**src/rtl/cache_ctrl.sv**
```systemverilog
// Controller for a 2-way, 4-set, one-word-per-line write-back cache: hit/miss, dirty writeback, refill, per-set LRU.
// Optional CACHE_CTRL_WRITE_NOFETCH_EN: store misses write the line directly instead of refilling it first.
module cache_ctrl #(
    parameter int DATA_W  = 32,
    parameter int INDEX_W = 2
) (
    input  logic                         clk,
    input  logic                         rst,
    input  logic                         cpu_req,
    input  logic                         cpu_we,
    input  logic [31:0]                  cpu_addr,
    input  logic [DATA_W-1:0]            cpu_wdata,
    output logic                         cpu_ready,
    output logic                         cpu_resp_valid,
    output logic [DATA_W-1:0]            cpu_rdata,
    output logic                         mem_req,
    output logic                         mem_we,
    output logic [31:0]                  mem_addr,
    output logic [DATA_W-1:0]            mem_wdata,
    input  logic                         mem_ack,
    input  logic [DATA_W-1:0]            mem_rdata,
    output logic                         arr_write_en,
    output logic [INDEX_W-1:0]           arr_index,
    output logic                         arr_victim_way,
    output logic                         arr_v_write,
    output logic [32-INDEX_W-3:0]        arr_tag_write,
    output logic [DATA_W-1:0]            arr_data_write,
    output logic                         arr_dirty_write,
    input  logic                         arr_v_way0,
    input  logic                         arr_v_way1,
    input  logic                         arr_dirty_way0,
    input  logic                         arr_dirty_way1,
    input  logic [32-INDEX_W-3:0]        arr_tag_way0,
    input  logic [32-INDEX_W-3:0]        arr_tag_way1,
    input  logic [DATA_W-1:0]            arr_data_way0,
    input  logic [DATA_W-1:0]            arr_data_way1
);
    localparam int TAG_W = 32 - INDEX_W - 2;
    localparam int SETS  = 1 << INDEX_W;

    typedef enum logic [1:0] {IDLE, COMPARE, WRITEBACK, REFILL} state_t;

    state_t              state_q, state_d;
    logic [31:0]         addr_q, addr_d;
    logic                we_q, we_d;
    logic [DATA_W-1:0]   wdata_q, wdata_d;
    logic                vic_q, vic_d;
    logic [TAG_W-1:0]    vic_tag_q, vic_tag_d;
    logic [DATA_W-1:0]   vic_data_q, vic_data_d;
    logic [SETS-1:0]     lru_q, lru_d;

    logic [TAG_W-1:0]    req_tag;
    logic [INDEX_W-1:0]  set_idx;
    logic                hit0, hit1, hit_way, miss_vic, vic_dirty;
    logic                unused_addr_lsb;

    assign unused_addr_lsb = ^cpu_addr[1:0];
    assign req_tag   = addr_q[31 -: TAG_W];
    assign set_idx   = addr_q[INDEX_W+1:2];
    assign arr_index = set_idx;

    assign hit0      = arr_v_way0 && (arr_tag_way0 == req_tag);
    assign hit1      = arr_v_way1 && (arr_tag_way1 == req_tag);
    assign hit_way   = !hit0;
    // Fill invalid ways first (way0 before way1); only a full set consults LRU.
    assign miss_vic  = !arr_v_way0 ? 1'b0 : (!arr_v_way1 ? 1'b1 : lru_q[set_idx]);
    assign vic_dirty = miss_vic ? (arr_v_way1 && arr_dirty_way1) : (arr_v_way0 && arr_dirty_way0);

    always_comb begin
        state_d         = state_q;
        addr_d          = addr_q;
        we_d            = we_q;
        wdata_d         = wdata_q;
        vic_d           = vic_q;
        vic_tag_d       = vic_tag_q;
        vic_data_d      = vic_data_q;
        lru_d           = lru_q;
        cpu_ready       = 1'b0;
        cpu_resp_valid  = 1'b0;
        cpu_rdata       = '0;
        mem_req         = 1'b0;
        mem_we          = 1'b0;
        mem_addr        = '0;
        mem_wdata       = '0;
        arr_write_en    = 1'b0;
        arr_victim_way  = 1'b0;
        arr_v_write     = 1'b0;
        arr_tag_write   = req_tag;
        arr_data_write  = wdata_q;
        arr_dirty_write = 1'b0;

        case (state_q)
            IDLE: begin
                cpu_ready = 1'b1;
                if (cpu_req) begin
                    addr_d  = cpu_addr;
                    we_d    = cpu_we;
                    wdata_d = cpu_wdata;
                    state_d = COMPARE;
                end
            end
            COMPARE: begin
                if (hit0 || hit1) begin
                    cpu_resp_valid = 1'b1;
                    cpu_rdata      = hit_way ? arr_data_way1 : arr_data_way0;
                    if (we_q) begin
                        arr_write_en    = 1'b1;
                        arr_victim_way  = hit_way;
                        arr_v_write     = 1'b1;
                        arr_dirty_write = 1'b1;
                    end
                    lru_d[set_idx] = ~hit_way;
                    state_d        = IDLE;
                end else begin
                    vic_d      = miss_vic;
                    vic_tag_d  = miss_vic ? arr_tag_way1 : arr_tag_way0;
                    vic_data_d = miss_vic ? arr_data_way1 : arr_data_way0;
                    if (vic_dirty) begin
                        state_d = WRITEBACK;
                    end else begin
                        state_d = REFILL;
`ifdef CACHE_CTRL_WRITE_NOFETCH_EN
                        if (we_q) begin
                            arr_write_en    = 1'b1;
                            arr_victim_way  = miss_vic;
                            arr_v_write     = 1'b1;
                            arr_dirty_write = 1'b1;
                            cpu_resp_valid  = 1'b1;
                            lru_d[set_idx]  = ~miss_vic;
                            state_d         = IDLE;
                        end
`endif
                    end
                end
            end
            WRITEBACK: begin
                mem_req   = 1'b1;
                mem_we    = 1'b1;
                mem_addr  = {vic_tag_q, set_idx, 2'b00};
                mem_wdata = vic_data_q;
                if (mem_ack) begin
                    state_d = REFILL;
`ifdef CACHE_CTRL_WRITE_NOFETCH_EN
                    if (we_q) begin
                        arr_write_en    = 1'b1;
                        arr_victim_way  = vic_q;
                        arr_v_write     = 1'b1;
                        arr_dirty_write = 1'b1;
                        cpu_resp_valid  = 1'b1;
                        lru_d[set_idx]  = ~vic_q;
                        state_d         = IDLE;
                    end
`endif
                end
            end
            REFILL: begin
                mem_req  = 1'b1;
                mem_addr = {req_tag, set_idx, 2'b00};
                if (mem_ack) begin
                    arr_write_en    = 1'b1;
                    arr_victim_way  = vic_q;
                    arr_v_write     = 1'b1;
                    arr_data_write  = we_q ? wdata_q : mem_rdata;
                    arr_dirty_write = we_q;
                    cpu_resp_valid  = 1'b1;
                    cpu_rdata       = mem_rdata;
                    lru_d[set_idx]  = ~vic_q;
                    state_d         = IDLE;
                end
            end
            default: state_d = IDLE;
        endcase

        // Reset masks every handshake, including a mem_ack arriving mid-reset.
        if (rst) begin
            cpu_ready      = 1'b0;
            cpu_resp_valid = 1'b0;
            cpu_rdata      = '0;
            mem_req        = 1'b0;
            arr_write_en   = 1'b0;
        end
    end

    always_ff @(posedge clk) begin
        if (rst) begin
            state_q    <= IDLE;
            addr_q     <= '0;
            we_q       <= 1'b0;
            wdata_q    <= '0;
            vic_q      <= 1'b0;
            vic_tag_q  <= '0;
            vic_data_q <= '0;
            lru_q      <= '0;
        end else begin
            state_q    <= state_d;
            addr_q     <= addr_d;
            we_q       <= we_d;
            wdata_q    <= wdata_d;
            vic_q      <= vic_d;
            vic_tag_q  <= vic_tag_d;
            vic_data_q <= vic_data_d;
            lru_q      <= lru_d;
        end
    end
endmodule

```
**config.mk**
```make
export PLATFORM = sky130hd
export DESIGN_NAME = cache_ctrl
export DESIGN_NICKNAME = d
export VERILOG_FILES = /design/src/rtl/cache_ctrl.sv
export SDC_FILE = /design/constraint.sdc
export NUM_CORES = 1
export LEC_CHECK = 0
export BUFFER_PORTS_ARGS = -buffer_cell sky130_fd_sc_hd__buf_2
export CAP_MARGIN = 20
export CORE_ASPECT_RATIO = 1.1
export CORE_MARGIN = 2
export CORE_UTILIZATION = 40
export DETAILED_ROUTE_END_ITERATION = 7
export PLACE_DENSITY_LB_ADDON = 0.05
export SYNTH_ARGS = -nofsm -noshare
export SYNTH_HDL_FRONTEND = slang
export SYNTH_SLANG_ARGS = --single-unit
export TNS_END_PERCENT = 20
```
**constraint.sdc**
```tcl
create_clock -name clk -period 5.7 [get_ports clk]
set_clock_uncertainty 0.15 [all_clocks]
set_input_delay 1.14 -clock clk [delete_from_list [all_inputs] [get_ports clk]]
set_output_delay 1.14 -clock clk [all_outputs]
set_load 0.01 [all_outputs]
```
==> impl_metrics.csv <==
group,metric,value,unit
clock_network,cts_setup_buffers,0,
setup_path,crit_required,4.41,ns
floorplan,die_h,159,microns
final_layout,syn_to_final_growth,30.4,%
placed_design,detailed_place.area,10800,sq um
timing,maxSlewViolCount,0,
logic_synthesis,netlist_instances,1067,
timing,fin_crit,5.10,ns
floorplan,core,21400,sq um
routing,antenna_left,0,
floorplan,num_io_pins,391,
logic_synthesis,ys_types,39,
power_and_ir_drop,powerDensity,260,nW/um^2
setup_path,crit_path_start_kind,"primary input",
global_route,antenna_found_initial,9,
worst_hold_path,hp-class,"flip-flop to flip-flop",
timing,setup_viol,0,
final_layout,fill_cells,2182,
timing,rsz0062_at_grt,"false",
routing,firstDrtPassIters,5,
timing,timing_hold_violations_final,0,
logic_synthesis,synth_simple_gate_area_share,16.7,%
logic_synthesis,synth_adder_area_share,0,%
logic_synthesis,yosysSeqAreaShare,29.6,%
logic_synthesis,synthArstFlopShare,0,%
logic_synthesis,synth.avg_cell_area,8.24,sq um
final_layout,drive_above_1_share,39.1,%
floorplan,fp.dieW,145,microns
logic_synthesis,ys_warn_count,0,
setup_path,setup.worst_path.end_class,"primary output",
setup_path,crit_type,"primary input to primary output",
clock_network,cts_root_buffer,"clkbuf_16",
final_layout,fin_area,11500,sq um
clock_network,htree_levels,4,
power_and_ir_drop,finalPower,2.98,mW
timing,post-route-period-util,89.5,%
logic_synthesis,ys_ff_latch,130,
global_route,grt_pass1_wl,49100,microns
setup_path,path_max_fanout,67,
setup_path,crit_path_max_incr_delay,0.75,ns
global_route,grt_max_degree,68,
clock_network,cts_tree,"yes",
clock_network,clock_path_buffers,2,
routing,vias,9009,
run_status,outcome,"finished, final reports clean",
global_route,grtUsageTotal,26.9,%
timing,tightest_slew,0.903,ns
timing,hold_slack,0.304,ns
routing,post_drt_wl_per_cell,19.2,microns
routing,drt-total-wl,32600,microns
timing,max_freq,0.196,GHz
clock_network,clkSinkCount,130,
floorplan,die_area,23200,sq um
timing,relSlewSlack,39.8,%
floorplan,std_cell_rows,56,
clock_network,cts_resized,0,
logic_synthesis,synth-main-ff-cell,"dfxtp_1",
setup_path,crit_path_frequent_cell,"buf_2",
power_and_ir_drop,power.leakage,5.28,nW
setup_path,crit_chain,"buf_2, xnor2_1, nand4_1, or4_2, buf_4, o21a_1, o211ai_1, a21oi_1, buf_2",
placed_design,gp_congestion,0.863,
logic_synthesis,synth_edf_count,0,
placed_design,dp_hpwl,23900,microns
power_and_ir_drop,ir_worst_vdd,0.229,mV
logic_synthesis,synthMuxAreaShare,15.0,%
clock_network,clock_latency,0.42,ns
routing,drtIter0Drc,549,
logic_synthesis,synth_compound_area_share,25.8,%
placed_design,numPortBuffers,386,
global_route,globalRouteOverflowTotal,0,
logic_synthesis,synth-xor-area-share,5.58,%
setup_path,critPathArrivalTime,3.81,ns
logic_synthesis,synth_top_family_by_area,"compound AO/OA/AOI/OAI gates",
floorplan,initial_utilization,41.0,%
final_layout,nNetsFinal,1611,
clock_network,cts_inserted_buffers,17,
clock_network,cts.clk_slew.worst_paths,0.06,ns
logic_synthesis,synth_area,8790,sq um
timing,setup_tns,0,ns
routing,drc,0,
setup_path,critical-path-slowest-cell,"or4_2",
routing,viasPerCell,5.32,
global_route,grt_pass1_vias,8483,
job,cap_violations,0,
clock_network,holdBufCountCts,0,
## final timing paths
kind                      startpoint                     endpoint  slack [ns]  cells after the start
min reg2reg  wdata_q[6]$_SDFFE_PP0P_      wdata_q[6]$_SDFFE_PP0P_        0.30                      2
max                 arr_tag_way0[20]                cpu_rdata[22]        0.60                      9
max reg2reg  addr_q[24]$_SDFFE_PP0P_  vic_data_q[31]$_SDFFE_PP0P_        1.89                      8
min          wdata_q[6]$_SDFFE_PP0P_      wdata_q[6]$_SDFFE_PP0P_        0.30                      2
## critical path, delay by kind of cell
kind,cells,cell delay [ns]
simple gates,2,0.90
compound gates,3,0.85
buf+inv,3,0.62
xor+xnor,1,0.26
## cells in the final DEF (no fill, tap or decap), types with 10 or more instances in the layout
cell / instances
dfxtp_1: 129
and2_1: 34
clkbuf_16: 17
inv_1: 33
nor3_1: 37
buf_4: 20
xor2_1: 43
nor2_1: 10
nand2_1: 168
mux2i_1: 88
buf_2: 385
xnor2_1: 13
o21a_1: 32
nor2b_1: 33
a311oi_2: 59
mux2_2: 37
a21oi_1: 164
o211ai_1: 32
## flip-flops by register name, indices dropped and copies added, names as in the netlist, named ones only
signal,count
addr_q,30
lru_q,4
state_q,1
vic_data_q,32
vic_q,1
vic_tag_q,28
wdata_q,32
we_q,1
## area by class of cell
type / count / area [sq um] / area share, %
inverters: 33 / 124 / 1.08
clock buffers: 18 / 429 / 3.74
repair buffers: 409 / 2140 / 18.7
flip-flops and latches: 130 / 2600 / 22.7
diodes: 7 / 17.5 / 0.153
clock inverters: 13 / 186 / 1.63
multi-input cells: 795 / 5600 / 48.8
well taps: 290 / 363 / 3.17
## stage by stage
stage	setup WS (ns)	instances	util [%]
after floorplan	1.52	1068	-
after global placement	0.629	1656	50.4
after detailed placement	0.643	1656	50.4
after CTS	0.629	1687	53.3
after global routing	0.541	1695	53.5
final	0.597	1695	53.5
## logic make-up after synthesis
group / Yosys count
AND/OR/NAND/NOR: 314
AO/OA/AOI/OAI: 297
buffers and inverters: 143
flip-flops: 130
multiplexers: 126
XOR/XNOR: 56
other: 1
## Yosys cell counts, drive strengths merged, types with 2 or more instances
library cell | instances | area share (%)
nand3 | 2 | 0.11
a311oi | 61 | 10
nand2b | 6 | 0.43
nor3 | 37 | 2.1
o21a | 32 | 2.7
nand4 | 6 | 0.43
mux2i | 88 | 10
nor2 | 10 | 0.43
dfxtp | 130 | 30
o211ai | 32 | 2.7
clkbuf | 80 | 3.4
nor2b | 35 | 2.5
mux2 | 37 | 4.7
o21ai | 3 | 0.17
nand2 | 169 | 7.2
xor2 | 43 | 4.3
and2 | 35 | 2.5
inv | 33 | 1.4
xnor2 | 13 | 1.3
nor4 | 9 | 0.64
buf | 30 | 2.4
a21oi | 164 | 9.3
## routing by layer
metal  vias to the layer above  wire length, microns  GRT usage (%)
met3                        54                  2220           6.73
met5                         -                    30              0
met2                       339                 14700           42.1
met1                      4206                 14700           36.1
met4                         4                   851           9.49
li1                       4406                     -              -
## power by group
group	switching, mW	internal [mW]	leakage (nW)
Combinational	0.419	0.319	3.91
Clock	0.439	0.731	0.300
Sequential	0.0692	1.00	1.07
Note: power is estimated with default switching activity, not from simulation.
